<file path="src/rtl/multicycle_control.sv">
// multicycle_control: sequencing FSM for a multi-cycle MIPS-subset datapath.
// It walks each instruction through fetch, decode, execute, memory and
// write-back, stalling FETCH, MEM_READ and MEM_WRITE on mem_ready.
module multicycle_control (
  input  logic       clk,
  input  logic       rst_n,
  input  logic [5:0] opcode,
  input  logic       mem_ready,
  output logic       PCWrite,
  output logic       PCWriteCond,
  output logic       IorD,
  output logic       MemRead,
  output logic       MemWrite,
  output logic       MemtoReg,
  output logic       IRWrite,
  output logic       ALUSrcA,
  output logic       RegWrite,
  output logic       RegDst,
  output logic [1:0] ALUSrcB,
  output logic [1:0] ALUOp,
  output logic [1:0] PCSource,
  output logic [3:0] state,
  output logic       instr_done,
  output logic       illegal_op
);

  localparam logic [5:0] OP_RTYPE = 6'd0;
  localparam logic [5:0] OP_LW    = 6'd35;
  localparam logic [5:0] OP_SW    = 6'd43;
  localparam logic [5:0] OP_BEQ   = 6'd4;
  localparam logic [5:0] OP_ADDI  = 6'd8;
  localparam logic [5:0] OP_J     = 6'd2;

  typedef enum logic [3:0] {
    S_FETCH     = 4'd0,
    S_DECODE    = 4'd1,
    S_MEM_ADDR  = 4'd2,
    S_MEM_READ  = 4'd3,
    S_MEM_WB    = 4'd4,
    S_MEM_WRITE = 4'd5,
    S_R_EXEC    = 4'd6,
    S_R_WB      = 4'd7,
    S_BEQ       = 4'd8,
    S_JUMP      = 4'd9,
    S_ADDI_EXEC = 4'd10,
    S_ADDI_WB   = 4'd11
  } state_e;

  state_e state_q, state_d;
  // run_q is low from reset until the first rising edge after rst_n releases;
  // it holds every output at 0 until then so the first FETCH cycle begins
  // on that edge, and reset assertion kills all enables immediately.
  logic   run_q, run_d;

  // State register and run flag.
  // NOTE: sequential state uses non-blocking assignments so every flop
  // samples the pre-edge values of the others.
  always_ff @(posedge clk or negedge rst_n) begin
    if (!rst_n) begin
      state_q <= S_FETCH;
      run_q   <= 1'b0;
    end else begin
      state_q <= state_d;
      run_q   <= run_d;
    end
  end

  // Next-state logic.
  // NOTE: every variable gets a default at the top of each always_comb so
  // no path leaves it unassigned and no latch is inferred.
  always_comb begin
    state_d = state_q;
    run_d   = 1'b1;
    if (!run_q) begin
      state_d = S_FETCH;
    end else begin
      case (state_q)
        S_FETCH:     if (mem_ready) state_d = S_DECODE;
        S_DECODE: begin
          case (opcode)
            OP_LW, OP_SW: state_d = S_MEM_ADDR;
            OP_RTYPE:     state_d = S_R_EXEC;
            OP_BEQ:       state_d = S_BEQ;
            OP_J:         state_d = S_JUMP;
            OP_ADDI:      state_d = S_ADDI_EXEC;
            default:      state_d = S_FETCH;
          endcase
        end
        S_MEM_ADDR:  state_d = (opcode == OP_LW) ? S_MEM_READ : S_MEM_WRITE;
        S_MEM_READ:  if (mem_ready) state_d = S_MEM_WB;
        S_MEM_WB:    state_d = S_FETCH;
        S_MEM_WRITE: if (mem_ready) state_d = S_FETCH;
        S_R_EXEC:    state_d = S_R_WB;
        S_R_WB:      state_d = S_FETCH;
        S_BEQ:       state_d = S_FETCH;
        S_JUMP:      state_d = S_FETCH;
        S_ADDI_EXEC: state_d = S_ADDI_WB;
        S_ADDI_WB:   state_d = S_FETCH;
        default:     state_d = S_FETCH;
      endcase
    end
  end

  // Datapath enables/selects decoded from the current state.
  always_comb begin
    PCWrite     = 1'b0;
    PCWriteCond = 1'b0;
    IorD        = 1'b0;
    MemRead     = 1'b0;
    MemWrite    = 1'b0;
    MemtoReg    = 1'b0;
    IRWrite     = 1'b0;
    ALUSrcA     = 1'b0;
    RegWrite    = 1'b0;
    RegDst      = 1'b0;
    ALUSrcB     = 2'b00;
    ALUOp       = 2'b00;
    PCSource    = 2'b00;
    instr_done  = 1'b0;
    illegal_op  = 1'b0;
    if (run_q) begin
      case (state_q)
        S_FETCH: begin
          MemRead = 1'b1;
          ALUSrcB = 2'b01;
          IRWrite = mem_ready;
          PCWrite = mem_ready;
        end
        S_DECODE: begin
          ALUSrcB = 2'b11;
          if (!(opcode inside {OP_RTYPE, OP_LW, OP_SW, OP_BEQ, OP_ADDI, OP_J})) begin
            illegal_op = 1'b1;
            instr_done = 1'b1;
          end
        end
        S_MEM_ADDR: begin
          ALUSrcA = 1'b1;
          ALUSrcB = 2'b10;
        end
        S_MEM_READ: begin
          MemRead = 1'b1;
          IorD    = 1'b1;
        end
        S_MEM_WB: begin
          RegWrite   = 1'b1;
          MemtoReg   = 1'b1;
          instr_done = 1'b1;
        end
        S_MEM_WRITE: begin
          MemWrite   = 1'b1;
          IorD       = 1'b1;
          instr_done = mem_ready;
        end
        S_R_EXEC: begin
          ALUSrcA = 1'b1;
          ALUOp   = 2'b10;
        end
        S_R_WB: begin
          RegWrite   = 1'b1;
          RegDst     = 1'b1;
          instr_done = 1'b1;
        end
        S_BEQ: begin
          ALUSrcA     = 1'b1;
          ALUOp       = 2'b01;
          PCWriteCond = 1'b1;
          PCSource    = 2'b01;
          instr_done  = 1'b1;
        end
        S_JUMP: begin
          PCWrite    = 1'b1;
          PCSource   = 2'b10;
          instr_done = 1'b1;
        end
        S_ADDI_EXEC: begin
          ALUSrcA = 1'b1;
          ALUSrcB = 2'b10;
        end
        S_ADDI_WB: begin
          RegWrite   = 1'b1;
          instr_done = 1'b1;
        end
        default: ;
      endcase
    end
  end

  assign state = state_q;

endmodule

</file>
<file path="config.mk">
export PLATFORM = sky130hd
export DESIGN_NAME = multicycle_control
export DESIGN_NICKNAME = d
export VERILOG_FILES = /design/src/rtl/multicycle_control.sv
export SDC_FILE = /design/constraint.sdc
export NUM_CORES = 1
export LEC_CHECK = 0
export CAP_MARGIN = 15
export CORE_ASPECT_RATIO = 1.1
export CORE_MARGIN = 2
export CORE_UTILIZATION = 40
export CTS_CLUSTER_SIZE = 24
export DETAILED_ROUTE_END_ITERATION = 16
export GPL_TIMING_DRIVEN = 0
export MAX_ROUTING_LAYER = met4
export PLACE_DENSITY = 0.88
export SYNTH_ARGS = -nofsm -noshare
export SYNTH_HDL_FRONTEND = slang
export SYNTH_SLANG_ARGS = --single-unit
</file>
<file path="constraint.sdc">
create_clock -name clk -period 1.6 [get_ports clk]
set_clock_uncertainty 0.05 [all_clocks]
set_input_delay 0.16 -clock clk [delete_from_list [all_inputs] [get_ports clk]]
set_output_delay 0.16 -clock clk [all_outputs]
set_load 0.02 [all_outputs]
</file>
==> run_results.csv, run 1 <==
group,metric,value,unit
layout,regArea,129,sq um
yosys,yosysUniqueCellTypes,38,
hold_path,hold_class,"primary input to async pin",
routing,routed_wl,2670,microns
pwr,power_density,387,nW/um^2
placed_design,place.gp.congestion,0.916,
yosys,syn_area,678,sq um
cts,clk_pin_slew_worst_paths,0.05,ns
sta,whs,0.0835,ns
yosys,ys_ff_latch,5,
routing,ant_nets,0,
sta,finalCriticalPeriod,1.76,ns
floorplanning,design.core.area,1580,sq um
floorplanning,chipHeight,47.2,microns
yosys,seq_area_frac_synth,18.5,%
yosys,synth_top_cell_by_area,"dfrtp_1",
floorplanning,die_area,2040,sq um
critical_path,startpoint_type,"flop",
layout,multi_input_area,587,sq um
global_routing,grt_pass1_vias,793,
routing,via_count,912,
layout,area_growth,85.1,%
sta,drv_slew,0,
sta,fin_ws,-0.155,ns
cts,insertion_delay,0.25,ns
placed_design,portBuffers,30,
sta,hold_violations,0,
yosys,yosysTopAreaCellShare,18.5,%
critical_path,worstSetupPathType,"flop to primary output",
sta,fmax,0.570,GHz
critical_path,crit_path_end_kind,"primary output",
global_routing,grt_max_degree,11,
yosys,syn_inst,91,
sta,setup_viol,8,
run_status,status,"finished, violations left",
yosys,avgSynthCellArea,7.45,sq um
layout,drive_gt1_share,59.0,%
routing,first_pass_iters,4,
yosys,ys.warnings.count,0,
global_routing,antenna_found_initial,0,
layout,fin_util,79.6,%
floorplanning,rows,15,
critical_path,cp_max_fo,6,
yosys,ys_top_cells_by_area,"dfrtp_1, nor3_1, buf_6, buf_4, nor2_1",
floorplanning,fp.dieW,43.3,microns
global_routing,grt_first_pass_wirelength,3830,microns
critical_path,cp.required,1.39,ns
yosys,syn_nets,100,
global_routing,gr-usage-all-layers,26.0,%
floorplanning,io_pins,31,
critical_path,cp.arrival,1.55,ns
pwr,ir_worst_vdd,0.600,mV
cts,htree_levels,1,
pwr,leakage,0.597,nW
layout,fin_nets,154,
routing,viasPerCell,5.66,
cts,cts.sinks,5,
routing,drtIter0Drc,21,
job,drv_cap,0,
cts,cts_tree,"built",
sta,rsz0062_at_grt,"yes",
routing,avgRoutedWirePerCell,16.6,microns
cts,cts-root-buf,"clkbuf_4",
global_routing,grt_overflow_total,0,
routing,drcViolationCount,0,
placed_design,dp_hpwl,1480,microns
cts,numCtsBuffers,3,
sta,final.period_utilization,110,%
cts,cts_buffer_depth,2,
layout,antenna_cells,0,
layout,fillers,110,
floorplanning,initial_utilization,43.0,%
run_status,violations,"negative setup slack",
[kinds of logic after synthesis]
family | after synthesis | synth area share (%)
buffers and inverters | 11 | 11.6
flip-flops | 5 | 18.5
AO/OA/AOI/OAI | 25 | 26.2
AND/OR/NAND/NOR | 46 | 38.9
adder cells (fa/ha/maj) | 1 | 1.66
XOR/XNOR | 2 | 2.58
other | 1 | 0.553
[critical path, cell delays in order, from the launching register on]
cell,delay (ns)
dfrtp_1,0.39
buf_6,0.14
nand2b_4,0.15
o21a_1,0.18
o2111ai_2,0.18
o31ai_2,0.09
buf_4,0.16
[final cells by class]
class | count | area share (%)
clock buffer | 4 | 2.09
tap | 17 | 1.69
multi-input combinational | 75 | 46.8
sequential | 5 | 10.3
timing repair buffer | 50 | 32.5
buffer | 6 | 5.08
inverter | 4 | 1.60
[through the flow]
| stage | instance area (sq um) | setup WS (ns) | power [mW] | setup TNS [ns] | cells |
|---|---|---|---|---|---|
| 6_report | 1250 | -0.155 | 0.486 | -0.490 | 161 |
| 3_5_place_dp | 1040 | -0.647 | 0.303 | -5.56 | 138 |
| 3_3_place_gp | 1040 | -0.600 | 0.300 | -5.03 | 138 |
| 5_1_grt | 1250 | -0.225 | 0.517 | -1.44 | 161 |
| 2_1_floorplan | 716 | -0.149 | 0.233 | -0.322 | 91 |
| 4_1_cts | 1160 | -0.147 | 0.465 | -0.356 | 155 |
[synthesized netlist by cell type]
cell       instances
and2b_2            1
nand2b_4           1
o21ai_0            3
and2b_1            1
maj3_2             1
o32ai_2            1
o31a_1             1
nor2b_1            2
a22oi_1            1
nor3b_2            1
o21ai_1            3
nor4b_1            1
o21a_1             2
nand3_1            2
o2111ai_1          2
a21boi_1           1
o211ai_1           3
nand2b_1           2
a21oi_1            5
xor2_1             2
o22ai_2            1
o31ai_1            1
nand2_1            7
a21o_1             1
buf_6              3
and2_1             1
nor3_1            10
nor2_4             1
inv_1              4
nand2_2            1
dfrtp_1            5
nor4_1             1
nor3_2             1
conb_1             1
buf_4              4
nor2_1             8
nand4_1            2
and3_1             3
[path summary, 6_finish.rpt]
path | from | end | slack, ns | depth (start not counted)
max in group asynchronous | rst_n | state[2] | 1.20 | 1
hold reg to reg | state[2] | state[3] | 0.63 | 2
setup reg to reg | state[1] | state[1] | 0.10 | 6
min in group clk | opcode[4] | state[1] | 0.33 | 4
setup / recovery | state[1] | instr_done | -0.16 | 6
hold / removal | rst_n | state[1] | 0.08 | 1
[report_power, final]
group | switching, mW | internal (mW) | total [mW]
Sequential | 0.0103 | 0.131 | 0.142
Combinational | 0.105 | 0.0889 | 0.194
Clock | 0.0562 | 0.0946 | 0.151
[registers in the layout, summed over array words and instances (netlist names)]
register and cells:
state 4, run_q 1
[placed cells by master (no fill, tap or decap), types with 2 or more instances in the layout]
master           count
nor2_4               2
nand4_1              2
inv_1                2
nand3_1              2
a21oi_2              2
a21oi_1              3
nor3_4               2
buf_2                5
nor3_2               5
nor3_1               4
o21ai_1              3
dfrtp_1              2
buf_6                7
buf_4               32
o211ai_1             3
nand2_1              3
dlygate4sd2_1        2
inv_4                2
dlymetal6s2s_1       4
o21a_1               2
clkdlybuf4s50_1      4
xor2_1               2
and2b_2              2
nand2_2              4
and3_1               2
clkbuf_4             3
dfrtp_2              3
o21ai_0              3
nor2_1               7
[repair_timing]
action | in CTS | in global routing
buffers inserted | 14 | 5
gates resized for setup | 106 | 28
hold buffers | 0 | 0
cloned | 0 | 1
pin swaps | 7 | 9
hold endpoints to repair | 0 | 0
endpoints found under the setup margin | 18 | 19
[layer usage]
| metal | track usage, % | vias up | share of wire (%) |
|---|---|---|---|
| li1 | - | 434 | - |
| met1 | 32.7 | 454 | 41 |
| met2 | 43.9 | 22 | 55 |
| met3 | 5.77 | 2 | 3.2 |
| met4 | 4.24 | 0 | 0.79 |
| met5 | - | - | 0 |
Note: power is estimated with default switching activity, not from simulation.
==> run 2: changes to the inputs <==
--- a/config.mk
+++ b/config.mk
@@ -14,6 +14,7 @@
 export GPL_TIMING_DRIVEN = 0
 export MAX_ROUTING_LAYER = met4
 export PLACE_DENSITY = 0.88
+export SETUP_SLACK_MARGIN = 0.15
 export SYNTH_ARGS = -nofsm -noshare
 export SYNTH_HDL_FRONTEND = slang
 export SYNTH_SLANG_ARGS = --single-unit
==> run_results.csv, run 2 <==
group,metric,value,unit
cts,cts_hold_buf,0,
yosys,ys.warnings.count,0,
sta,worst_endpoint,"instr_done",
placed_design,placed_cell_area,1120,sq um
yosys,synth-main-ff-cell,"dfrtp_1",
yosys,synthArstFlopShare,100,%
yosys,yosysMostFrequentCell,"nor3_1",
yosys,synth_commonest_cells,"nor3_1, nor2_1, nand2_1",
yosys,ys_ff_latch,5,
floorplanning,fp.dieW,43.3,microns
floorplanning,io_pins,31,
yosys,seq_area_frac_synth,18.5,%
placed_design,dp_hpwl,1590,microns
yosys,yosysTopAreaCellShare,18.5,%
placed_design,portBuffers,30,
global_routing,grt_max_degree,11,
cts,cts_buffer_depth,2,
run_status,error_message,"[ERROR DPL-0038] Utilization greater than 100%, impossible to legalize",
yosys,syn_inst,91,
yosys,avgSynthCellArea,7.45,sq um
cts,numCtsBuffers,3,
cts,htree_levels,1,
floorplanning,chipHeight,47.2,microns
yosys,ys_top_cells_by_area,"dfrtp_1, nor3_1, buf_6, buf_4, nor2_1",
yosys,syn_nets,100,
floorplanning,initial_utilization,43.0,%
run_status,haltStage,"global routing",
cts,cts-root-buf,"clkbuf_4",
yosys,synth_edf_count,0,
yosys,yosysUniqueCellTypes,38,
yosys,synth_top_cell_by_area,"dfrtp_1",
floorplanning,rows,15,
cts,cts.sinks,5,
yosys,syn_area,678,sq um
placed_design,place.gp.congestion,0.907,
run_status,status,"aborted with a tool error",
sta,worst_endpoint_kind,"primary output",
## run 2: cell counts after synthesis
No cell type changed its count.
## run 2: kinds of logic after synthesis
family,synth area share (%)
compound gates,26.2
xor+xnor,2.58
fa+ha+maj,1.66
buf+inv,11.6
flops,18.5
other cells,0.553
simple gates,38.9
## run 2: what timing repair did
action                     4_1_cts
gates resized for setup        136
pin swaps                       19
buffers inserted                25
setup endpoints to repair       21
## run 2: metrics by stage
step | setup WS, ns | cells
after CTS | -0.284 | 167
after detailed placement | -0.644 | 138
after global placement | -0.633 | 138
after floorplan | 0.0265 | 91
==> run 3: changes to the inputs <==
==> config.mk (replaced) <==
export PLATFORM = sky130hd
export DESIGN_NAME = multicycle_control
export DESIGN_NICKNAME = d
export VERILOG_FILES = /design/src/rtl/multicycle_control.sv
export SDC_FILE = /design/constraint.sdc
export NUM_CORES = 1
export LEC_CHECK = 0
export CAP_MARGIN = 15
export CORE_AREA = 2 2 63 65
export DETAILED_ROUTE_END_ITERATION = 16
export DIE_AREA = 0 0 65 67
export GPL_TIMING_DRIVEN = 0
export PLACE_DENSITY_LB_ADDON = 0.15
export SYNTH_ARGS = -nofsm -noshare
export SYNTH_HDL_FRONTEND = slang
export SYNTH_SLANG_ARGS = --single-unit
==> run_results.csv, run 3 (synthesized netlist as in run 1, its figures left out) <==
group,metric,value,unit
cts,htree_levels,1,
global_routing,grt_pass1_vias,853,
floorplanning,io_pins,31,
pwr,power_density,409,nW/um^2
floorplanning,chipHeight,67,microns
pwr,switching_share,30.0,%
routing,drcViolationCount,0,
cts,cts_buffer_depth,2,
pwr,power.switching,0.170,mW
cts,cts_tree,"built",
job,drv_cap,0,
critical_path,cp.required,1.39,ns
layout,final_cells,198,
layout,fin_nets,160,
critical_path,slowest_stage,"dfrtp_1",
layout,antenna_cells,0,
critical_path,crit_path_end_kind,"primary output",
run_status,status,"finished, violations left",
critical_path,r2r_setup_slack,0.02,ns
cts,insertion_delay,0.22,ns
run_status,violations,"negative setup slack",
routing,first_pass_iters,4,
layout,fillers,388,
pwr,p_int,0.397,mW
placed_design,place.gp.congestion,0.825,
sta,fmax,0.587,GHz
layout,final_cell_mix,"buf_4, buf_6, nor3_2",
critical_path,critPathMaxStageDelay,0.37,ns
pwr,leakage,0.616,nW
floorplanning,design.core.area,3610,sq um
sta,hold_violations,0,
global_routing,grt_max_degree,11,
critical_path,path_buf_inv,2,
routing,ant_nets,0,
routing,drtIter0Drc,42,
pwr,ir_worst_vdd,0.355,mV
cts,numCtsBuffers,3,
routing,avgRoutedWirePerCell,13.0,microns
placed_design,dpl.cell_count,169,
sta,setup_tns,-0.427,ns
critical_path,r2r-end,"state[1]",
routing,viasPerCell,4.52,
layout,largest_register_ffs,4,
pwr,combinationalPowerShare,34.6,%
floorplanning,die_area,4360,sq um
global_routing,gr-usage-all-layers,12.4,%
routing,routed_wl,2570,microns
routing,via_count,895,
sta,final.period_utilization,106,%
hold_path,hold_class,"primary input to async pin",
global_routing,grt_overflow_total,0,
global_routing,antenna_found_initial,0,
cts,cts-root-buf,"clkbuf_8",
floorplanning,rows,22,
sta,fin_ws,-0.103,ns
critical_path,cp.arrival,1.49,ns
critical_path,worstSetupPathType,"flop to primary output",
critical_path,rr_worst_depth,8,
layout,regArea,129,sq um
sta,drv_slew,0,
cts,cts.sinks,5,
critical_path,r2r_start,"state[2]",
pwr,power_frac_clock,40.6,%
critical_path,cp_max_fo,6,
layout,layout_commonest_cell,"buf_4",
placed_design,portBuffers,30,
critical_path,path_cells,"buf_6, nand2b_4, o21a_1, o2111ai_2, o31ai_2, buf_4",
cts,clk_pin_slew_worst_paths,0.04,ns
placed_design,dp_hpwl,1670,microns
sta,rsz0062_at_grt,"yes",
sta,setup_viol,9,
layout,multi_input_area,598,sq um
layout,fin_util,38.4,%
critical_path,startpoint_type,"flop",
layout,area_growth,104,%
sta,finalCriticalPeriod,1.70,ns
pwr,pwr-share-seq,24.8,%
layout,drive_gt1_share,64.0,%
floorplanning,fp.dieW,65,microns
critical_path,path_delay_family,"compound AO/OA/AOI/OAI gates",
global_routing,grt_first_pass_wirelength,4170,microns
floorplanning,initial_utilization,18.8,%
-- run 3: what timing repair did --
item,CTS,global route
gates resized for setup,101,38
setup buffers,17,9
setup endpoints to repair,18,20
hold buffers,0,0
cloned,0,0
pin swaps,9,15
-- run 3: worst reg2reg max path: cells and delay by family (launching register included) --
kind	cells	cell delay [ns]
buffers and inverters	4	0.46
flip-flops	1	0.43
AND/OR/NAND/NOR	1	0.13
AO/OA/AOI/OAI	3	0.39
-- run 3: worst max-delay path by stage --
stage,to,startpoint,cells after the start,slack (ns)
finish,instr_done,state[1],6,-0.10
global route,PCWrite,state[3],7,-0.21
CTS,instr_done,state[1],6,-0.14
detailed placement,instr_done,opcode[1],6,-0.68
global placement,instr_done,opcode[1],6,-0.69
floorplan,PCSource[0],state[3],6,-0.15
-- run 3: layout make-up --
type | instances | area share [%]
buffer | 6 | 4.34
clock buffer | 4 | 3.25
inverter | 4 | 1.36
multi-input combinational | 75 | 43.2
sequential | 5 | 9.30
tap | 48 | 4.34
timing repair buffer | 56 | 34.2
-- run 3: per-layer routing --
metal  part of all wire [%]  routed length (microns)  up-vias  GRT usage [%]
li1                       -                        -      445              -
met1                     47                     1200      421           16.4
met2                     48                     1240       29           20.1
met3                    5.3                      135        0           3.21
met4                      0                        0        0           2.66
met5                      0                        0        -              0
-- run 3: through the flow --
step | total power, mW | hold slack [ns] | cell area [sq um] | setup WS, ns
final | 0.567 | 0.109 | 1390 | -0.103
after detailed placement | 0.307 | 0.349 | 1080 | -0.680
after global placement | 0.307 | 0.341 | 1080 | -0.689
after floorplan | 0.233 | -0.186 | 716 | -0.149
after global routing | 0.606 | 0.118 | 1390 | -0.212
after CTS | 0.553 | 0.115 | 1240 | -0.136
-- run 3: power by group through the flow --
stage / Sequential [mW] / Clock, mW / Combinational (mW)
2_1_floorplan: 0.142 / 0 / 0.0908
5_1_grt: 0.141 / 0.252 / 0.212
4_1_cts: 0.140 / 0.238 / 0.175
6_report: 0.141 / 0.230 / 0.196
3_5_place_dp: 0.141 / 0 / 0.167
3_3_place_gp: 0.141 / 0 / 0.166
